`src/rtl/reg_bus_initiator_pkg.sv`:
```
// Shared constants for the register-port initiator: state codes, port widths and
// the default 32-entry boot table (colour/config values).
package reg_bus_initiator_pkg;

    localparam int unsigned REG_ADDR_W = 5;
    localparam int unsigned REG_DATA_W = 8;
    localparam int unsigned REG_COUNT  = 32;

    typedef logic [1:0] state_t;

    localparam state_t ST_BOOT      = 2'd0;
    localparam state_t ST_IDLE      = 2'd1;
    localparam state_t ST_WRITE     = 2'd2;
    localparam state_t ST_READ_WAIT = 2'd3;

    localparam logic [REG_DATA_W-1:0] INIT_TABLE [REG_COUNT] = '{
        8'h00, 8'h1F, 8'h3C, 8'h07, 8'hE0, 8'hFC, 8'h1C, 8'h03,
        8'h92, 8'h49, 8'hB6, 8'h6D, 8'hFF, 8'h80, 8'h40, 8'h20,
        8'h10, 8'h08, 8'h04, 8'h02, 8'h01, 8'hA5, 8'h5A, 8'hC3,
        8'h3A, 8'h64, 8'h0F, 8'hF0, 8'h55, 8'hAA, 8'h77, 8'h88
    };

endpackage

```
`src/rtl/reg_init_rom.sv`:
```
// Combinational lookup of the boot preload table, indexed by register address.
module reg_init_rom
    import reg_bus_initiator_pkg::*;
(
    input  logic [REG_ADDR_W-1:0] addr_i,
    output logic [REG_DATA_W-1:0] data_o
);

    // Pure table read; the caller registers the result.
    always_comb begin
        data_o = INIT_TABLE[addr_i];
    end

endmodule

```
`src/rtl/reg_bus_initiator.sv`:
```
// Register-port initiator: turns host read/write commands into timed write/read strobes
// and returns read data on a one-cycle response pulse.
// Build option: REG_BUS_BOOT_INIT_EN adds a BOOT state that preloads registers
// 0..BOOT_COUNT-1 from the init table after reset.
module reg_bus_initiator
    import reg_bus_initiator_pkg::*;
#(
    parameter int unsigned READ_LATENCY = 1,
    parameter int unsigned BOOT_COUNT   = 32
) (
    input  logic                  i_Clk,
    input  logic                  i_Rst_L,
    input  logic                  i_Cmd_Valid,
    output logic                  o_Cmd_Ready,
    input  logic                  i_Cmd_Write,
    input  logic [REG_ADDR_W-1:0] i_Cmd_Addr,
    input  logic [REG_DATA_W-1:0] i_Cmd_Data,
    output logic                  o_Rsp_Valid,
    output logic [REG_ADDR_W-1:0] o_Rsp_Addr,
    output logic [REG_DATA_W-1:0] o_Rsp_Data,
    output logic                  o_write_en,
    output logic [REG_ADDR_W-1:0] o_write_addr,
    output logic [REG_DATA_W-1:0] o_write_data,
    output logic                  o_read_en,
    output logic [REG_ADDR_W-1:0] o_read_addr,
    input  logic [REG_DATA_W-1:0] i_read_data,
    output logic                  o_Busy,
    output logic                  o_Boot_Done
);

    localparam logic [2:0] RD_LAT = 3'(READ_LATENCY);

`ifdef REG_BUS_BOOT_INIT_EN
    localparam state_t     ST_RESET = ST_BOOT;
    localparam logic [5:0] BOOT_CNT = 6'(BOOT_COUNT);
`else
    localparam state_t     ST_RESET = ST_IDLE;
    logic unused_boot_count;
    assign unused_boot_count = ^6'(BOOT_COUNT);
`endif

    state_t                state_q, state_d;
    logic                  wr_en_q, wr_en_d;
    logic [REG_ADDR_W-1:0] wr_addr_q, wr_addr_d;
    logic [REG_DATA_W-1:0] wr_data_q, wr_data_d;
    logic                  rd_en_q, rd_en_d;
    logic [REG_ADDR_W-1:0] rd_addr_q, rd_addr_d;
    logic                  rsp_valid_q, rsp_valid_d;
    logic [REG_ADDR_W-1:0] rsp_addr_q, rsp_addr_d;
    logic [REG_DATA_W-1:0] rsp_data_q, rsp_data_d;
    logic                  done_q, done_d;
    logic [2:0]            wait_q, wait_d;

`ifdef REG_BUS_BOOT_INIT_EN
    logic [5:0]            boot_k_q, boot_k_d;
    logic [REG_DATA_W-1:0] rom_data;

    reg_init_rom u_rom (
        .addr_i (boot_k_q[REG_ADDR_W-1:0]),
        .data_o (rom_data)
    );
`endif

    // Next-state and next-output decode; strobes and response default low each cycle.
    always_comb begin
        state_d     = state_q;
        wr_en_d     = 1'b0;
        wr_addr_d   = wr_addr_q;
        wr_data_d   = wr_data_q;
        rd_en_d     = 1'b0;
        rd_addr_d   = rd_addr_q;
        rsp_valid_d = 1'b0;
        rsp_addr_d  = rsp_addr_q;
        rsp_data_d  = rsp_data_q;
        done_d      = done_q;
        wait_d      = wait_q;
`ifdef REG_BUS_BOOT_INIT_EN
        boot_k_d    = boot_k_q;
`endif
        case (state_q)
`ifdef REG_BUS_BOOT_INIT_EN
            ST_BOOT: begin
                if (boot_k_q < BOOT_CNT) begin
                    wr_en_d   = 1'b1;
                    wr_addr_d = boot_k_q[REG_ADDR_W-1:0];
                    wr_data_d = rom_data;
                    boot_k_d  = boot_k_q + 6'd1;
                end else begin
                    done_d  = 1'b1;
                    state_d = ST_IDLE;
                end
            end
`endif
            ST_IDLE: begin
`ifndef REG_BUS_BOOT_INIT_EN
                done_d = 1'b1;
`endif
                if (i_Cmd_Valid) begin
                    if (i_Cmd_Write) begin
                        wr_en_d   = 1'b1;
                        wr_addr_d = i_Cmd_Addr;
                        wr_data_d = i_Cmd_Data;
                        state_d   = ST_WRITE;
                    end else begin
                        rd_en_d   = 1'b1;
                        rd_addr_d = i_Cmd_Addr;
                        wait_d    = 3'd0;
                        state_d   = ST_READ_WAIT;
                    end
                end
            end
            ST_WRITE: begin
                state_d = ST_IDLE;
            end
            ST_READ_WAIT: begin
                // wait_q counts edges since the strobe edge; data is valid once it hits RD_LAT.
                if (wait_q == RD_LAT) begin
                    rsp_valid_d = 1'b1;
                    rsp_addr_d  = rd_addr_q;
                    rsp_data_d  = i_read_data;
                    state_d     = ST_IDLE;
                end else begin
                    wait_d = wait_q + 3'd1;
                end
            end
            default: begin
                state_d = ST_IDLE;
            end
        endcase
    end

    // State and registered outputs; reset drops any pending command or boot sequence.
    always_ff @(posedge i_Clk) begin
        if (!i_Rst_L) begin
            state_q     <= ST_RESET;
            wr_en_q     <= 1'b0;
            wr_addr_q   <= '0;
            wr_data_q   <= '0;
            rd_en_q     <= 1'b0;
            rd_addr_q   <= '0;
            rsp_valid_q <= 1'b0;
            rsp_addr_q  <= '0;
            rsp_data_q  <= '0;
            done_q      <= 1'b0;
            wait_q      <= 3'd0;
`ifdef REG_BUS_BOOT_INIT_EN
            boot_k_q    <= 6'd0;
`endif
        end else begin
            state_q     <= state_d;
            wr_en_q     <= wr_en_d;
            wr_addr_q   <= wr_addr_d;
            wr_data_q   <= wr_data_d;
            rd_en_q     <= rd_en_d;
            rd_addr_q   <= rd_addr_d;
            rsp_valid_q <= rsp_valid_d;
            rsp_addr_q  <= rsp_addr_d;
            rsp_data_q  <= rsp_data_d;
            done_q      <= done_d;
            wait_q      <= wait_d;
`ifdef REG_BUS_BOOT_INIT_EN
            boot_k_q    <= boot_k_d;
`endif
        end
    end

    assign o_Cmd_Ready  = (state_q == ST_IDLE);
    assign o_Busy       = (state_q != ST_IDLE);
    assign o_write_en   = wr_en_q;
    assign o_write_addr = wr_addr_q;
    assign o_write_data = wr_data_q;
    assign o_read_en    = rd_en_q;
    assign o_read_addr  = rd_addr_q;
    assign o_Rsp_Valid  = rsp_valid_q;
    assign o_Rsp_Addr   = rsp_addr_q;
    assign o_Rsp_Data   = rsp_data_q;
    assign o_Boot_Done  = done_q;

endmodule
```
`config.mk`:
```
export PLATFORM = sky130hd
export DESIGN_NAME = reg_bus_initiator
export DESIGN_NICKNAME = d
export VERILOG_FILES = /design/src/rtl/reg_bus_initiator_pkg.sv /design/src/rtl/reg_init_rom.sv /design/src/rtl/reg_bus_initiator.sv
export SDC_FILE = /design/constraint.sdc
export NUM_CORES = 1
export LEC_CHECK = 0
export CORE_ASPECT_RATIO = 1.1
export CORE_MARGIN = 4
export CORE_UTILIZATION = 28
export CTS_CLUSTER_DIAMETER = 200
export DETAILED_ROUTE_END_ITERATION = 8
export SLEW_MARGIN = 20
export SYNTH_ARGS = -nofsm -noshare
export SYNTH_HDL_FRONTEND = slang
export SYNTH_SLANG_ARGS = --single-unit
```
`constraint.sdc`:
```
create_clock -name i_Clk -period 1.7 [get_ports i_Clk]
set_input_delay 0.51 -clock i_Clk [delete_from_list [all_inputs] [get_ports i_Clk]]
set_output_delay 0.51 -clock i_Clk [all_outputs]
set_load 0.02 [all_outputs]
```
* After elaboration in Yosys (flattened, before gate mapping) *
Cells that the tools add are included.

word-level totals
  output and inout bits = 37
  register bits = 40
  input port bits = 25
  logic and storage cells = 40

operators by class
  equal/unequal tests = 8
  $add $sub $neg = 1
  bitwise operators = 1
  reduce and logical (&&, ||, !) cells = 8
  multiplexer cells = 11

operators by type and width
  cell                 number
  $mux 3               3
  $reduce_and 3->1     3
  $ne 2x2->1 const B   4
  $pmux 3 s2           1
  $reduce_and 2->1     3
  $mux 1               4
  $mux 2               2
  $pmux 2 s2           1
  $reduce_and 4->1     1
  $add 3x1->3 const B  1
  $eq 3x1->1 const B   1
  $eq 2x1->1 const B   1
  $eq 2x2->1 const B   1
  $ne 2x1->1 const B   1
  $reduce_bool 2->1    1
  $not 1->1            1

* Longest topological paths before layout *
  word-level depth = 3
  depth in mapped cells = 6
  gate-level depth less buffers = 5

* Least setup slack after synthesis *
OpenSTA, ideal clock, no wires.

  path kind = reg2out
  start = reg state_q[1]
  end = out o_Busy
  data arrival time = 0.828 ns
  cell stages (with the launch flop) = 3
  path buffers = 0
  path slack = 0.362 ns
  required time = 1.190 ns
  cell sequence = dfxtp_1 and2b_1 inv_1

between the ends
  cells in the longest elaborated chain, start to end = 1

ends and longest elaborated chain
  item                    line                      RTL
  from (decl)             reg_bus_initiator.sv:42   state_t state_q, state_d;
  from (signal assigned)  reg_bus_initiator.sv:150  state_q <= state_d;
  $ne 2x1->1              reg_bus_initiator.sv:168  assign o_Busy = (state_q != ST_IDLE);
  to (decl)               reg_bus_initiator.sv:27   output logic o_Busy,

Every way passes these cells.

* Worst setup path after layout *
Same ends and word-level chain as after synthesis.

==> run metrics <==
CTS Buf Count=5; Seq pwr share=50.7%; vias in the first global route=1,267; Worst-Margin Slew=0.254 ns; DR pass1 iterations=3; Syn-to-layout area delta=48.6%; Sink Count=40; Total GRT Usage=10.7%; Yosys reg bits=40; R2R Path Start=wait_q[1]; Site Rows=28; yosys warns=0; Tightest Hold Check Type=flop to flop; min cycle time layout=1.53 ns; pre-CTS WS=-0.0866 ns; die area=6870 sq um; Post-CTS Setup Bufs=0; Placer Congestion=0.709; Vias per Instance=4.21; Clock Latency Late Sink=0.29 ns; worst-path fanout max=3; WL/cell=11.0 um; number of max-cap violations=0; Ports=62; Final period util=90.1%; Crit. End Element=output pin; PnR worst setup slack=0.168 ns; HP Start=o_Rsp_Data[3]; Startpoint Class=flop; syn_nets=196; path depth of the worst reg2reg path=5; post-route ant nets=0; Die H=86.5 um; skew final=0.00640 ns; Crit path arrival time=1.02 ns; register area=801 sq um; r2r endpoint=wait_q[1]; Initial Util=29.1%; DR vias=1,323; first-pass GRT wire length=5820 um; post-synth cell types=28; Fmax=0.653 GHz; register area share after synthesis=51.0%; P_int=1450 uW; commonest non-fill, non-tap cell in the layout=nand2_1; most frequent cells in the layout=nand2_1 (43), dfxtp_1 (40), dlygate4sd2_1 (35), clkdlybuf4s50_1 (24), a21oi_1 (14); hpwl dp=2650 um; RSZ-0062 raised after global routing=false; Clock Power Share=33.6%; fillers=584; Placeable Area=5400 sq um; power per cell area=842 nW/um^2; Slew Limit Headroom=82.9%; Total Wirelength=3460 um; area of combinational cells with multiple inputs=667 sq um; Pleak=0.00105 uW; final hold violations=0; Max IR drop VDD=0.000306 V; Setup TNS=0 ns; CTS clk-pin slew, worst paths=0.08 ns; hold path endpoint=o_Rsp_Data[3]; nets=265; Die W=79.4 um; Sw Ratio=26.0%; Max Slew Vio Count=0; gr ovfl total=0; port bufs=61; Synth Area per Inst=9.28 sq um; R2R Setup Slk=0.39 ns; DRC Markers=0; Psw=511 uW; worst hold path depth=2; largest net degree at the start of global routing=18; clk root buf=clkbuf_8; synthesized instance count=169; outcome=completed; CP required=1.19 ns; # diodes=0; post-synthesis cell area=1570 sq um; final setup fails=0; share of cells above drive strength 1=17.6%; largest buffer count on any clock path=2; Comb pwr share=15.8%; Initial DRC Count=52; CTS tree=built; crit path kind=flop to output pin; number of hold buffers added after cts=0; H-tree depth=2; initial antenna violation count=0
## state kept, by name, indices dropped and copies added, names as in the netlist
| name | count |
|---|---|
| o_Rsp_Data | 8 |
| o_write_data | 8 |
| o_Rsp_Addr | 5 |
| o_read_addr | 5 |
| o_write_addr | 5 |
| wait_q | 3 |
| state_q | 2 |
| o_Boot_Done | 1 |
| o_Rsp_Valid | 1 |
| o_read_en | 1 |
| o_write_en | 1 |
## worst max path at each step
stage	startpoint	end	slack, ns
floorplan	state_q[1]	o_Busy	0.36
global route	state_q[1]	o_Busy	0.1
finish	state_q[1]	o_Busy	0.17
detailed placement	i_Cmd_Valid	state_q[0]	-0.09
global placement	i_Cmd_Valid	state_q[0]	-0.08
CTS	state_q[1]	o_Busy	0.01
## power by group through the flow
stage	logic, uW	clock network [uW]	registers, uW
after floorplan	135	0	1060
after global placement	341	0	1020
after detailed placement	342	0	1020
after CTS	318	698	996
after global routing	339	752	1000
final	309	660	995
## logic make-up after synthesis
| kind of cell | after synthesis | synth area share [%] |
|---|---|---|
| adders and majority gates | 2 | 1.59 |
| AOI/OAI and AO/OA | 31 | 13.6 |
| muxes | 5 | 3.19 |
| and+or+nand+nor | 76 | 24.2 |
| DFF | 40 | 51.0 |
| buffers and inverters | 15 | 6.46 |
## synth_stat cells, drive strengths merged
cell / count / share of area (%)
and2b: 1 / 0.48
nand2: 43 / 10
clkbuf: 4 / 0.96
and2: 1 / 0.40
mux2i: 5 / 3.2
nand2b: 1 / 0.40
o41ai: 1 / 0.56
nand4bb: 1 / 0.72
o32ai: 1 / 0.56
dfxtp: 40 / 51
buf: 7 / 4.5
nand4: 1 / 0.40
ha: 2 / 1.6
and4b: 2 / 1.3
nand4b: 1 / 0.56
a21oi: 14 / 4.5
or2: 1 / 0.40
o22ai: 1 / 0.40
nor2: 9 / 2.2
o21ai: 14 / 7.6
nor2b: 1 / 0.40
inv: 4 / 0.96
nand3: 14 / 6.7
## routing by layer
| layer | GRT usage (%) | share of wire (%) | vias to the layer above |
|---|---|---|---|
| li1 | - | - | 702 |
| met3 | 4.47 | 8.3 | 6 |
| met2 | 17.7 | 47 | 43 |
| met1 | 12.5 | 43 | 572 |
| met5 | 0 | 0 | - |
| met4 | 3.75 | 1.4 | 0 |
## critical path, stage by stage, from the launching register on
cell	delay [ns]
dfxtp_1	0.33
and2b_1	0.20
inv_1	0.05
clkbuf_2	0.15
## layout make-up
class                           count  share of cell area [%]
Clock buffer                        6                    3.54
Clock inverter                      2                   0.590
Inverter                            4                   0.644
Multi-Input combinational cell    114                    28.6
Sequential cell                    40                    34.3
Tap cell                           75                    4.02
Timing Repair Buffer               73                    28.3
## per-stage QoR
stage | std cells | hold WS, ns | instance area (sq um) | power [uW] | util (%)
2_1_floorplan | 169 | 0.466 | 1570 | 1190 | -
3_3_place_gp | 306 | 0.441 | 2290 | 1360 | 42.4
3_5_place_dp | 306 | 0.448 | 2290 | 1360 | 42.4
4_1_cts | 314 | 0.456 | 2340 | 2010 | 43.4
5_1_grt | 314 | 0.477 | 2330 | 2090 | 43.2
6_report | 314 | 0.450 | 2330 | 1960 | 43.2
## what timing repair did
item,in CTS,in global routing
setup endpoints to repair,37,2
pin swaps,0,0
gates resized for setup,38,3
Power figures use the tool's default switching activity.
